$ cat src/rtl/board_pkg.sv
// Shared board geometry, cell codes and checker state encoding.
package board_pkg;
  localparam int ROWS = 6;
  localparam int COLS = 7;

  localparam logic [1:0] EMPTY = 2'b00;
  localparam logic [1:0] P1    = 2'b01;
  localparam logic [1:0] P2    = 2'b10;

  typedef enum logic [2:0] {
    IDLE,
    SCAN_RD,
    SCAN_EV,
    FULL_RD,
    FULL_EV,
    DONE
  } state_t;

  function automatic logic player_valid(input logic [1:0] p);
    return (p == P1) || (p == P2);
  endfunction
endpackage

$ cat src/rtl/win_check_seq_if.sv
// Request/result handshake plus board read port of the win checker.
interface win_check_seq_if;
  logic       start;
  logic [2:0] row;
  logic [2:0] col;
  logic [1:0] player;
  logic       rd_en;
  logic [5:0] rd_addr;
  logic [1:0] rd_data;
  logic       busy;
  logic       done;
  logic       win;
  logic       full;

  modport slave (
    input  start, row, col, player, rd_data,
    output rd_en, rd_addr, busy, done, win, full
  );

  modport master (
    output start, row, col, player, rd_data,
    input  rd_en, rd_addr, busy, done, win, full
  );
endinterface

$ cat src/rtl/board_addr.sv
// Combinational target-cell lookup: (row + k*dr, col + k*dc), bounds check and linear address.
module board_addr
  import board_pkg::*;
(
  input  logic [2:0]        i_row,
  input  logic [2:0]        i_col,
  input  logic [1:0]        i_dir,
  input  logic signed [3:0] i_k,
  output logic              o_in_bounds,
  output logic [5:0]        o_addr
);
  localparam logic signed [4:0] L_ROWS = 5'(ROWS);
  localparam logic signed [4:0] L_COLS = 5'(COLS);

  logic signed [4:0] w_k;
  logic signed [4:0] w_dr;
  logic signed [4:0] w_dc;
  logic signed [4:0] w_tr;
  logic signed [4:0] w_tc;

  always_comb begin
    w_k = {i_k[3], i_k};
    case (i_dir)
      2'd0:    begin w_dr = 5'sd0; w_dc = 5'sd1;  end
      2'd1:    begin w_dr = 5'sd1; w_dc = 5'sd0;  end
      2'd2:    begin w_dr = 5'sd1; w_dc = 5'sd1;  end
      default: begin w_dr = 5'sd1; w_dc = -5'sd1; end
    endcase
    w_tr = $signed({2'b00, i_row}) + w_k * w_dr;
    w_tc = $signed({2'b00, i_col}) + w_k * w_dc;
    o_in_bounds = (w_tr >= 5'sd0) && (w_tr < L_ROWS) &&
                  (w_tc >= 5'sd0) && (w_tc < L_COLS);
    // Only meaningful when in bounds; low bits are then the true coordinates.
    o_addr = 6'(w_tr[2:0]) * 6'd7 + 6'(w_tc[2:0]);
  end
endmodule

$ cat src/rtl/win_check_seq.sv
// Sequential four-in-a-row checker around the last placed piece, plus top-row full detection.
module win_check_seq
  import board_pkg::*;
(
  input  logic            clk,
  input  logic            rst,
  win_check_seq_if.slave  bus
);
  state_t            r_state;
  state_t            w_state_next;
  logic [2:0]        r_row;
  logic [2:0]        r_col;
  logic [1:0]        r_player;
  logic [1:0]        r_dir;
  logic signed [3:0] r_k;
  logic [2:0]        r_run;
  logic [2:0]        r_fcol;
  logic              r_win_acc;
  logic              r_full_acc;
  logic              r_win;
  logic              r_full;
  logic              r_done;

  logic              w_full_phase;
  logic [2:0]        w_sel_row;
  logic [2:0]        w_sel_col;
  logic [1:0]        w_sel_dir;
  logic signed [3:0] w_sel_k;
  logic              w_in_bounds;
  logic [5:0]        w_addr;
  logic              w_rd_en;
  logic              w_match;
  logic [2:0]        w_run_next;
  logic              w_last_k;
  logic              w_last_dir;
  logic              w_last_col;
  logic              w_args_ok;

  // The top-row sweep reuses the lookup with a fixed row 5 and zero offset.
  assign w_full_phase = (r_state == FULL_RD) || (r_state == FULL_EV);
  assign w_sel_row    = w_full_phase ? 3'd5   : r_row;
  assign w_sel_col    = w_full_phase ? r_fcol : r_col;
  assign w_sel_dir    = w_full_phase ? 2'd0   : r_dir;
  assign w_sel_k      = w_full_phase ? 4'sd0  : r_k;

  board_addr u_addr (
    .i_row       (w_sel_row),
    .i_col       (w_sel_col),
    .i_dir       (w_sel_dir),
    .i_k         (w_sel_k),
    .o_in_bounds (w_in_bounds),
    .o_addr      (w_addr)
  );

  assign w_match    = w_in_bounds && (bus.rd_data == r_player);
  assign w_run_next = !w_match ? 3'd0 : ((r_run == 3'd4) ? 3'd4 : r_run + 3'd1);
  assign w_last_k   = (r_k == 4'sd3);
  assign w_last_dir = (r_dir == 2'd3);
  assign w_last_col = (r_fcol == 3'd6);
  assign w_args_ok  = player_valid(r_player) && (r_row <= 3'd5) && (r_col <= 3'd6);

  always_ff @(posedge clk) begin
    if (rst) r_state <= IDLE;
    else     r_state <= w_state_next;
  end

  always_comb begin
    w_state_next = r_state;
    w_rd_en      = 1'b0;
    case (r_state)
      IDLE:    if (bus.start) w_state_next = SCAN_RD;
      SCAN_RD: begin
        w_rd_en      = w_in_bounds;
        w_state_next = SCAN_EV;
      end
      SCAN_EV: w_state_next = (w_last_k && w_last_dir) ? FULL_RD : SCAN_RD;
      FULL_RD: begin
        w_rd_en      = 1'b1;
        w_state_next = FULL_EV;
      end
      FULL_EV: w_state_next = w_last_col ? DONE : FULL_RD;
      DONE:    w_state_next = IDLE;
      default: w_state_next = IDLE;
    endcase
  end

  always_ff @(posedge clk) begin
    if (rst) begin
      r_row      <= 3'd0;
      r_col      <= 3'd0;
      r_player   <= 2'd0;
      r_dir      <= 2'd0;
      r_k        <= 4'sd0;
      r_run      <= 3'd0;
      r_fcol     <= 3'd0;
      r_win_acc  <= 1'b0;
      r_full_acc <= 1'b0;
      r_win      <= 1'b0;
      r_full     <= 1'b0;
      r_done     <= 1'b0;
    end else begin
      r_done <= (r_state == DONE);
      case (r_state)
        IDLE: if (bus.start) begin
          r_row      <= bus.row;
          r_col      <= bus.col;
          r_player   <= bus.player;
          r_dir      <= 2'd0;
          r_k        <= -4'sd3;
          r_run      <= 3'd0;
          r_win_acc  <= 1'b0;
          r_full_acc <= 1'b0;
          r_win      <= 1'b0;
          r_full     <= 1'b0;
        end
        SCAN_EV: begin
          if (w_run_next == 3'd4) r_win_acc <= 1'b1;
          if (w_last_k) begin
            r_k   <= -4'sd3;
            r_dir <= r_dir + 2'd1;
            r_run <= 3'd0;
            if (w_last_dir) begin
              r_fcol     <= 3'd0;
              r_full_acc <= 1'b1;
            end
          end else begin
            r_k   <= r_k + 4'sd1;
            r_run <= w_run_next;
          end
        end
        FULL_EV: begin
          if (bus.rd_data == EMPTY) r_full_acc <= 1'b0;
          r_fcol <= r_fcol + 3'd1;
          if (w_last_col) begin
            r_win  <= r_win_acc && w_args_ok;
            r_full <= r_full_acc && (bus.rd_data != EMPTY);
          end
        end
        default: ;
      endcase
    end
  end

  assign bus.rd_en   = w_rd_en;
  assign bus.rd_addr = w_addr;
  assign bus.busy    = (r_state != IDLE);
  assign bus.done    = r_done;
  assign bus.win     = r_win;
  assign bus.full    = r_full;
endmodule
$ cat src/flat_wrapper.sv
// flat-port wrapper written by rule: the top's interface ports become plain ports
module win_check_seq_flat import board_pkg::*;
  (clk, rst, bus_start, bus_row, bus_col, bus_player, bus_rd_data, bus_rd_en, bus_rd_addr, bus_busy, bus_done, bus_win, bus_full);
  win_check_seq_if bus_i ();
  input  logic clk;
  input  logic rst;
  input wire logic [$bits(bus_i.start)-1:0] bus_start;
  input wire logic [$bits(bus_i.row)-1:0] bus_row;
  input wire logic [$bits(bus_i.col)-1:0] bus_col;
  input wire logic [$bits(bus_i.player)-1:0] bus_player;
  input wire logic [$bits(bus_i.rd_data)-1:0] bus_rd_data;
  output wire logic [$bits(bus_i.rd_en)-1:0] bus_rd_en;
  output wire logic [$bits(bus_i.rd_addr)-1:0] bus_rd_addr;
  output wire logic [$bits(bus_i.busy)-1:0] bus_busy;
  output wire logic [$bits(bus_i.done)-1:0] bus_done;
  output wire logic [$bits(bus_i.win)-1:0] bus_win;
  output wire logic [$bits(bus_i.full)-1:0] bus_full;
  assign bus_i.start = bus_start;
  assign bus_i.row = bus_row;
  assign bus_i.col = bus_col;
  assign bus_i.player = bus_player;
  assign bus_i.rd_data = bus_rd_data;
  assign bus_rd_en = bus_i.rd_en;
  assign bus_rd_addr = bus_i.rd_addr;
  assign bus_busy = bus_i.busy;
  assign bus_done = bus_i.done;
  assign bus_win = bus_i.win;
  assign bus_full = bus_i.full;
  win_check_seq u_core (.clk(clk), .rst(rst), .bus(bus_i));
endmodule
$ cat config.mk
export PLATFORM = sky130hd
export DESIGN_NAME = win_check_seq_flat
export DESIGN_NICKNAME = d
export VERILOG_FILES = /design/src/rtl/board_pkg.sv /design/src/rtl/win_check_seq_if.sv /design/src/rtl/board_addr.sv /design/src/rtl/win_check_seq.sv /design/src/flat_wrapper.sv
export SDC_FILE = /design/constraint.sdc
export NUM_CORES = 1
export LEC_CHECK = 0
export BUFFER_PORTS_ARGS = -buffer_cell sky130_fd_sc_hd__buf_2
export CORE_MARGIN = 1.5
export CORE_UTILIZATION = 35
export DETAILED_ROUTE_END_ITERATION = 6
export PLACE_DENSITY = 0.61
export SLEW_MARGIN = 20
export SYNTH_ARGS = -nofsm -noshare
export SYNTH_HDL_FRONTEND = slang
export SYNTH_SLANG_ARGS = --single-unit
$ cat constraint.sdc
create_clock -name clk -period 4.84 [get_ports clk]
set_input_delay 0.726 -clock clk [delete_from_list [all_inputs] [get_ports clk]]
set_output_delay 0.726 -clock clk [all_outputs]
set_load 0.005 [all_outputs]
After elaboration in Yosys (flattened, before gate mapping)
Index checks and enable logic that the tools add are counted. Widths: inputs -> output; s select.

Add/sub/neg operators: 7. $mul: 3. Magnitude comparators: 6. Equal/unequal tests: 21. Multiplexer cells: 36. Reduce and logical (&&, ||, !) cells: 28.

Operator list (number): $mux 3 (10); $eq 3x3->1 const B (5); $pmux 3 s5 (1); $mux 4 (3); $pmux 3 s2 (2); $reduce_and 3->1 (4); $add 4x5->5 (2); $ge 5x1->1 const B (2); $lt 5x4->1 const B (2); $pmux 5 s2 (1); $logic_and 1x1->1 (9); $mux 1 (8); $mux 2 (4); $ne 2x1->1 const B (4); $pmux 1 s2 (4); $pmux 4 s2 (1); $reduce_bool 2->1 (4); $add 3x1->3 const B (2); $add 6x3->6 (1); $eq 2x2->1 const B (3); $eq 3x2->1 const B (2); $le 3x3->1 const B (2); $mul 3x3->6 const B (1); $reduce_bool 3->1 (2); 17 further kinds (22).

Bits in registers: 28. Bits of input ports: 13. Output and inout bits: 11. Word-level logic and storage cells: 114.

Logic depth before layout (Yosys ltp)
Gate-level depths: netlist of run 1.

Depth after elaboration: 16. Gate-level depth with buffers: 16.

Hierarchy
From an unflattened synthesis of run 1, not the netlist that was laid out.

Cell total of the unflattened synthesis: 268. Area, all modules: 2334.7 um^2.

Modules (own cells, without submodules): win_check_seq (times used 1, cells each 180, area an instance 1490.2 um^2, seq. area each 560.5 um^2); board_addr (times used 1, cells each 88, area an instance 844.6 um^2, seq. area each 0.0 um^2).

Worst setup path before layout of run 1
Ideal clock, no wire load.

Path type: register -> output. From: register u_core.r_state[2]. To: output bus_rd_addr[5]. Data arrival time: 4.352 ns. Required time: 4.114 ns. Setup slack: -0.238 ns. Stages on the path, launching flop included: 16. Buffers on the path: 1. Path through: dfxtp_1 nor3b_4 nor2_1 clkbuf_1 o21a_1 and2_1 ha_1 ha_1 fa_1 inv_1 fa_1 fa_1 fa_1 a21o_1 a21oi_1 xnor2_1.

Cells in the longest elaborated chain, start to end: 9. Elaborated cells on any way between the ends: 19. Classes of those cells: 3 x add/sub; 3 x mul; 4 x eq/ne; 6 x mux; 3 x reduce/logical.

Ends and longest elaborated chain: start: declaration (RTL line win_check_seq.sv:9) `state_t r_state;`; start signal: assignment (RTL line win_check_seq.sv:64) `else r_state <= w_state_next;`; $eq 3x2->1 / $eq 3x3->1 (equally long branches) (RTL line win_check_seq.sv:40) `assign w_full_phase = (r_state == FULL_RD) || (r_state == FULL_EV);`; $logic_or 1x1->1 (*) (RTL line win_check_seq.sv:40); $mux 2 (RTL line win_check_seq.sv:43) `assign w_sel_dir = w_full_phase ? 2'd0 : r_dir;`; $logic_not 2->1 / $eq 2x2->1 (equally long branches) (RTL line board_addr.sv:23) `case (i_dir)`; $mux 1 / $reduce_or 2->1 (equally long branches); $mul 4x2->5 / $pmux 5 s2 (equally long branches) (RTL line board_addr.sv:29, board_addr.sv:23); $add 4x5->5 / $mul 4x5->5 (equally long branches) (RTL line board_addr.sv:29, board_addr.sv:30); $mul 3x3->6 / $add 4x5->5 (equally long branches) (RTL line board_addr.sv:34, board_addr.sv:30); $add 6x3->6 (*) (RTL line board_addr.sv:34) `o_addr = 6'(w_tr[2:0]) * 6'd7 + 6'(w_tc[2:0]);`; end: declaration (RTL line flat_wrapper.sv:13) `output wire logic [$bits(bus_i.rd_addr)-1:0] bus_rd_addr;`.

Every way passes the cells marked *; elsewhere a longest branch is shown, timed or not.

Worst setup path in the final report of run 1
From: register u_core.r_state[1]. To: output bus_rd_addr[5].

Same word-level chain as after synthesis.

==> impl_metrics.ini, run 1 <==
[clock_network]
cts_tree = done
postCtsHoldBufs = 0
path_clk_slew_ns = 0.10
cts_buffers = 3
clockBufferDepth = 2
cts-root-buf = clkbuf_8
htree_levels = 1
clock-sinks = 28
clk_latency_ns = 0.27

[placed_design]
dpl.cell_count = 371
gp_congestion = 0.8109
portBuffers = 23
dp_hpwl_um = 3936
post_dp_cell_area_sq_mm = 0.002585
dp_slack_ns = 0.02979

[cells_and_area]
design_area_sq_mm = 0.002805
fin_cells = 383
n_fill_cell = 618
fin_nets = 361
area_delta_synth_final_pct = 21.85
ff_latch_area_sq_um = 569.3
drive_gt1_share_pct = 25.82
post-route-util_pct = 44.18
insertedDiodeCount = 0
multi_input_area_sq_mm = 0.001713

[worst_setup_path]
r2r_slack_ns = 0.91
worstSetupEndpointType = output pin
ff2ff_path_depth = 15
worstReg2RegEnd = u_core.r_win_acc
crit_required_ns = 4.11
cp_max_fo = 6
crit_type = reg2out
reg2reg_from = u_core.r_state[1]
worst_setup_path_start_kind = register
arrival_ns = 4.29

[job]
cap_violations = 0

[timing]
whs_ns = 0.4640
period_share_pct = 103.6
max_slew_margin_pct = 65.29
setup-violations-final = 4
finClkSkew_ns = 0.005119
fin_setup_tns_ns = -0.4207
clock.fmax_ghz = 0.1993
hold_violations = 0
worstMarginPinSlew_ns = 0.5206
rsz0062_at_grt = yes
min_period_ns = 5.017
drv_slew = 0
setup_slack_ns = -0.1767

[floorplan]
die_h_um = 84.11
start_util_pct = 36.26
dieArea_sq_mm = 0.007074
die_x_um = 84.11
ios = 24
core.rowCount = 29
coreArea_sq_mm = 0.006350

[worst_hold_path]
min_to = u_core.bus.win
hp-class = reg2reg
hold_depth = 2
hp-start = u_core.bus.win

[synthesis]
seq_area_frac_synth_pct = 24.35
yosys.area.top_type = dfxtp_1
synth_nets = 320
synth_top_area_share_pct = 24.35
yosysMostFrequentCell = nand2_1
synth_commonest_cells = 33 x nand2_1, 31 x ha_1, 28 x dfxtp_1, 22 x a21oi_1, 18 x inv_1
syn_area_per_cell_sq_um = 8.655
ys_seq_elements = 28
synth_area_leaders = dfxtp_1 24%, ha_1 17%, fa_1 8.7%
synthArstFlopShare_pct = 0
synthFlopType = dfxtp_1
ys_types = 49
synth_area_sq_mm = 0.002302
ys_warn_count = 0
synth-edff-count = 0
synth_cells = 266

[outcome]
status = finished, violations left
violations = setup timing

[grt]
grt.overflow.total = 0
grt_pass1_vias = 1888
grt_usage_pct = 14.90
antenna_found_initial = 0
grt_start_max_net_pins = 31
grt_pass1_wl_um = 8714

[power_and_ir_drop]
leakagePower_nw = 1.309
p_per_area_mw_per_mm2 = 215.4
vdd_drop_max_mv = 0.2037
p_total_uw = 604.1

[drt]
drt_pass1_iterations = 4
drc = 0
drtIter0Drc = 108
ant_nets = 0
vias = 1922
viasPerCell = 5.018
drt-total-wl_um = 5112
routedWlPerCell_um = 13.35
[cell families (layout without fill, tap and decap cells)]
group / Yosys count / count (layout) / share of synthesized area, %
AND/OR/NAND/NOR: 101 / 101 / 23.75
AO/OA/AOI/OAI: 49 / 49 / 13.42
buffers and inverters: 28 / 68 / 5.109
multiplexers: 4 / 4 / 1.793
XOR/XNOR: 15 / 15 / 6.032
flip-flops: 28 / 28 / 24.35
adder cells (fa/ha/maj): 41 / 41 / 25.54
[cell type report]
class                   count  area share [%]
clock inverters             1           1.070
multi-input cells         210           61.06
inverters                  18           2.409
well taps                  77           3.434
clock buffers               3           1.472
repair buffers             46           10.26
flip-flops and latches     28           20.29
[report_power, final]
part           leakage, nW  switching, mW  total, mW  internal, mW
Combinational         1.04         0.0883      0.168        0.0796
Sequential           0.231         0.0104      0.250         0.239
Clock               0.0357         0.0760      0.187         0.111
[sequential cells by signal, indices dropped and copies added, names as in the netlist]
signal and flops:
u_core.r_player 2, u_core.r_fcol 3, u_core.r_row 3, u_core.r_dir 2, u_core.r_run 3, u_core.bus.full 1, u_core.r_col 3, u_core.r_win_acc 1
u_core.r_k 4, u_core.bus.win 1, u_core.r_full_acc 1, u_core.bus.done 1, u_core.r_state 3
[layer usage]
layer | global-route usage, % | wire length, um
met5 | 0 | 0
met1 | 20.32 | 2455
met4 | 1.937 | 51
met3 | 2.473 | 102
met2 | 25.45 | 2502
[what timing repair did]
item / 4_1_cts / 5_1_grt
hold endpoints to repair: 0 / 0
cloned: 0 / 0
setup buffers: 6 / 3
resized for setup: 12 / 8
endpoints found under the setup margin: 4 / 5
pin swaps: 12 / 18
[worst max-delay path: stages (launching register included)]
cell     delay (ns)
dfxtp_4        0.37
nor3b_4        0.30
nor2_4         0.09
o21a_1         0.13
and2_4         0.17
ha_4           0.22
ha_4           0.16
fa_1           0.56
inv_2          0.06
fa_1           0.58
fa_1           0.46
fa_2           0.36
a21o_1         0.17
a21oi_2        0.14
xnor2_1        0.12
buf_2          0.12
[worst max path at each step]
stage | startpoint | endpoint | slack, ns | cells after the start
detailed placement | u_core.r_state[2] | bus_rd_en | 0.03 | 16
floorplan | u_core.r_state[2] | bus_rd_addr[5] | 0.005 | 15
global placement | u_core.r_state[0] | bus_rd_addr[5] | 0.09 | 15
global route | u_core.r_state[2] | bus_rd_addr[5] | -0.39 | 15
CTS | u_core.r_state[1] | bus_rd_addr[5] | -0.23 | 15
finish | u_core.r_state[1] | bus_rd_addr[5] | -0.18 | 15
[cell usage in the layout (no fill, tap or decap), drive strengths merged, types with 8 or more instances in the layout]
cell type / n
a21oi: 22
and2: 9
buf: 46
dfxtp: 28
fa: 10
ha: 31
inv: 18
nand2: 34
nand3: 8
nor2: 17
o21ai: 8
xnor2: 10
Note: power is estimated with default switching activity, not from simulation.
==> run 2: changes to the inputs <==
--- a/config.mk
+++ b/config.mk
@@ -7,9 +7,9 @@
 export LEC_CHECK = 0
 export BUFFER_PORTS_ARGS = -buffer_cell sky130_fd_sc_hd__buf_2
 export CORE_MARGIN = 1.5
-export CORE_UTILIZATION = 35
+export CORE_UTILIZATION = 51
 export DETAILED_ROUTE_END_ITERATION = 6
-export PLACE_DENSITY = 0.61
+export PLACE_DENSITY = 0.8
 export SLEW_MARGIN = 20
 export SYNTH_ARGS = -nofsm -noshare
 export SYNTH_HDL_FRONTEND = slang
==> run 2 against run 1 <==
The run still ends with setup timing left. Combinational power rose by 15%. Hold slack improved by 0.0081 ns. Register-to-register slack got worse by 0.17 ns. Critical path depth did not move. Fmax fell by 2.0%. Via count rose by 5.5%. Non-clock buffer count rose by 2. Clock power fell by 24%. Core utilization rose by 21 points. Setup slack got worse by 0.10 ns. Clock-buffer cell count rose by 1. Global-route usage rose by 8.3 points. Largest power group unchanged. Highest routed layer unchanged.
==> impl_metrics.ini, run 2 (synthesis gave the netlist of run 1 again) <==
[power_and_ir_drop]
p_per_area_mw_per_mm2 = 207.7
p_clk_share_pct = 24.3
swShare_pct = 30.97
leakagePower_nw = 1.309
vdd_drop_max_mv = 0.1744
p_sw_uw = 181.9
p_seq_share_pct = 42.6
intPower_uw = 405.4
pwr-share-comb_pct = 33.1

[drt]
routedWlPerCell_um = 15.52
drt-total-wl_um = 5588
drc = 0
ant_nets = 0
drtIter0Drc = 89
viasPerCell = 5.633
drt_pass1_iterations = 4
vias = 2028

[grt]
antenna_found_initial = 0
grt_pass1_wl_um = 9197
grt_usage_pct = 23.19
grt_start_max_net_pins = 31
grt_pass1_vias = 1997
grt.overflow.total = 0

[placed_design]
dp_hpwl_um = 3856
gp_congestion = 0.8420
dp_slack_ns = 0.01037
portBuffers = 23
post_dp_cell_area_sq_mm = 0.002546

[worst_setup_path]
worst_setup_path_start_kind = register
cpPeakStageDelay_ns = 0.59
crit_chain = and3b_4 > nor2_4 > o21a_1 > and2_4 > ha_4 > ha_4 > fa_1 > inv_2 > fa_1 > fa_2 > fa_2 > a21o_1 > a21oi_2 > xnor2_1 > buf_2
crit_type = reg2out
cp_max_fo = 4
arrival_ns = 4.39
worstSetupEndpointType = output pin
critPathSlowestCell = fa_1
crit_required_ns = 4.11

[timing]
period_share_pct = 105.8
worstMarginPinSlew_ns = 0.5200
finClkSkew_ns = 0.006938
rsz0062_at_grt = yes
drv_slew = 0
setup_slack_ns = -0.2798
setup-violations-final = 4
max_slew_margin_pct = 65.33
hold_violations = 0
min_period_ns = 5.120
clock.fmax_ghz = 0.1953

[floorplan]
start_util_pct = 52.87
die_h_um = 70.19
die_x_um = 70.19
ios = 24
core.rowCount = 24
coreArea_sq_mm = 0.004354
dieArea_sq_mm = 0.004926

[cells_and_area]
insertedDiodeCount = 0
final_common_cell = nand2_1
fin_nets = 363
drive_gt1_share_pct = 28.57
area_delta_synth_final_pct = 22.83
largest_register_ff_count = 4
design_area_sq_mm = 0.002828
final_cell_mix = 33 x nand2_1, 24 x ha_1, 23 x buf_2, 23 x buf_4, 23 x dfxtp_1
top_register = u_core.r_k

[outcome]
violations = setup timing
status = finished, violations left

[clock_network]
clockBufferDepth = 2
path_clk_slew_ns = 0.10
cts-root-buf = clkbuf_8
cts_buffers = 3
htree_levels = 1
cts_tree = done
clock-sinks = 28
clk_latency_ns = 0.27

[job]
cap_violations = 0

[worst_hold_path]
hp-class = reg2reg
==> run 2: power by group through the flow <==
stage,Sequential (mW),Combinational (mW),Clock [mW]
detailed placement,0.254,0.157,0
global route,0.251,0.213,0.156
floorplan,0.251,0.107,0
global placement,0.254,0.151,0
CTS,0.249,0.171,0.147
finish,0.250,0.194,0.143
==> run 2: worst max-delay path: cells and delay by family, from the launching register on <==
kind	cells	cell delay, ns
AOI/OAI and AO/OA	3	0.54
buffers and inverters	2	0.21
xor gates and xnor gates	1	0.13
and+or+nand+nor	3	0.53
adders and majority gates	6	2.35
DFF	1	0.35
==> run 2: worst paths after layout <==
check	cells past startpoint	slack, ns	from	end
worst max-delay path	15	-0.28	u_core.r_state[2]	bus_rd_addr[5]
worst min-delay path	2	0.47	u_core.bus.win	u_core.bus.win
worst max register to register	17	0.74	u_core.r_state[2]	u_core.r_win_acc
worst min register to register	2	0.47	u_core.bus.win	u_core.bus.win
==> run 2: what timing repair did <==
item	in CTS	in global routing
resized for setup	23	6
pin swaps	22	13
setup endpoints to repair	3	5
hold buffers	0	0
buffers inserted	4	8
cloned	0	0
==> run 2: routing by layer <==
layer / wire length, um / vias up / global-route usage [%]
li1: - / 1000 / -
met1: 2403 / 970 / 28.83
met2: 2836 / 43 / 40.95
met3: 173 / 15 / 3.175
met4: 175 / 0 / 8.120
met5: 0 / - / 0
==> run 2: stage by stage <==
stage / std cells / hold slack (ns) / setup TNS (ns) / power (mW) / utilization (%)
2_1_floorplan: 266 / 0.4320 / 0 / 0.3587 / -
3_3_place_gp: 345 / 0.4552 / 0 / 0.4051 / 58.48
4_1_cts: 352 / 0.4766 / -0.2619 / 0.5673 / 62.93
3_5_place_dp: 345 / 0.4602 / 0 / 0.4111 / 58.48
6_report: 360 / 0.4721 / -0.6938 / 0.5873 / 64.94
5_1_grt: 360 / 0.4990 / -1.360 / 0.6197 / 64.94
==> run 2: cell type report <==
class / count / area [sq um]
Clock buffer: 4 / 55.05
Multi-Input combinational cell: 210 / 1763
Inverter: 18 / 67.56
Fill cell: 304 / 1526
Timing Repair Buffer: 48 / 310.3
Sequential cell: 28 / 566.8
Tap cell: 52 / 65.06
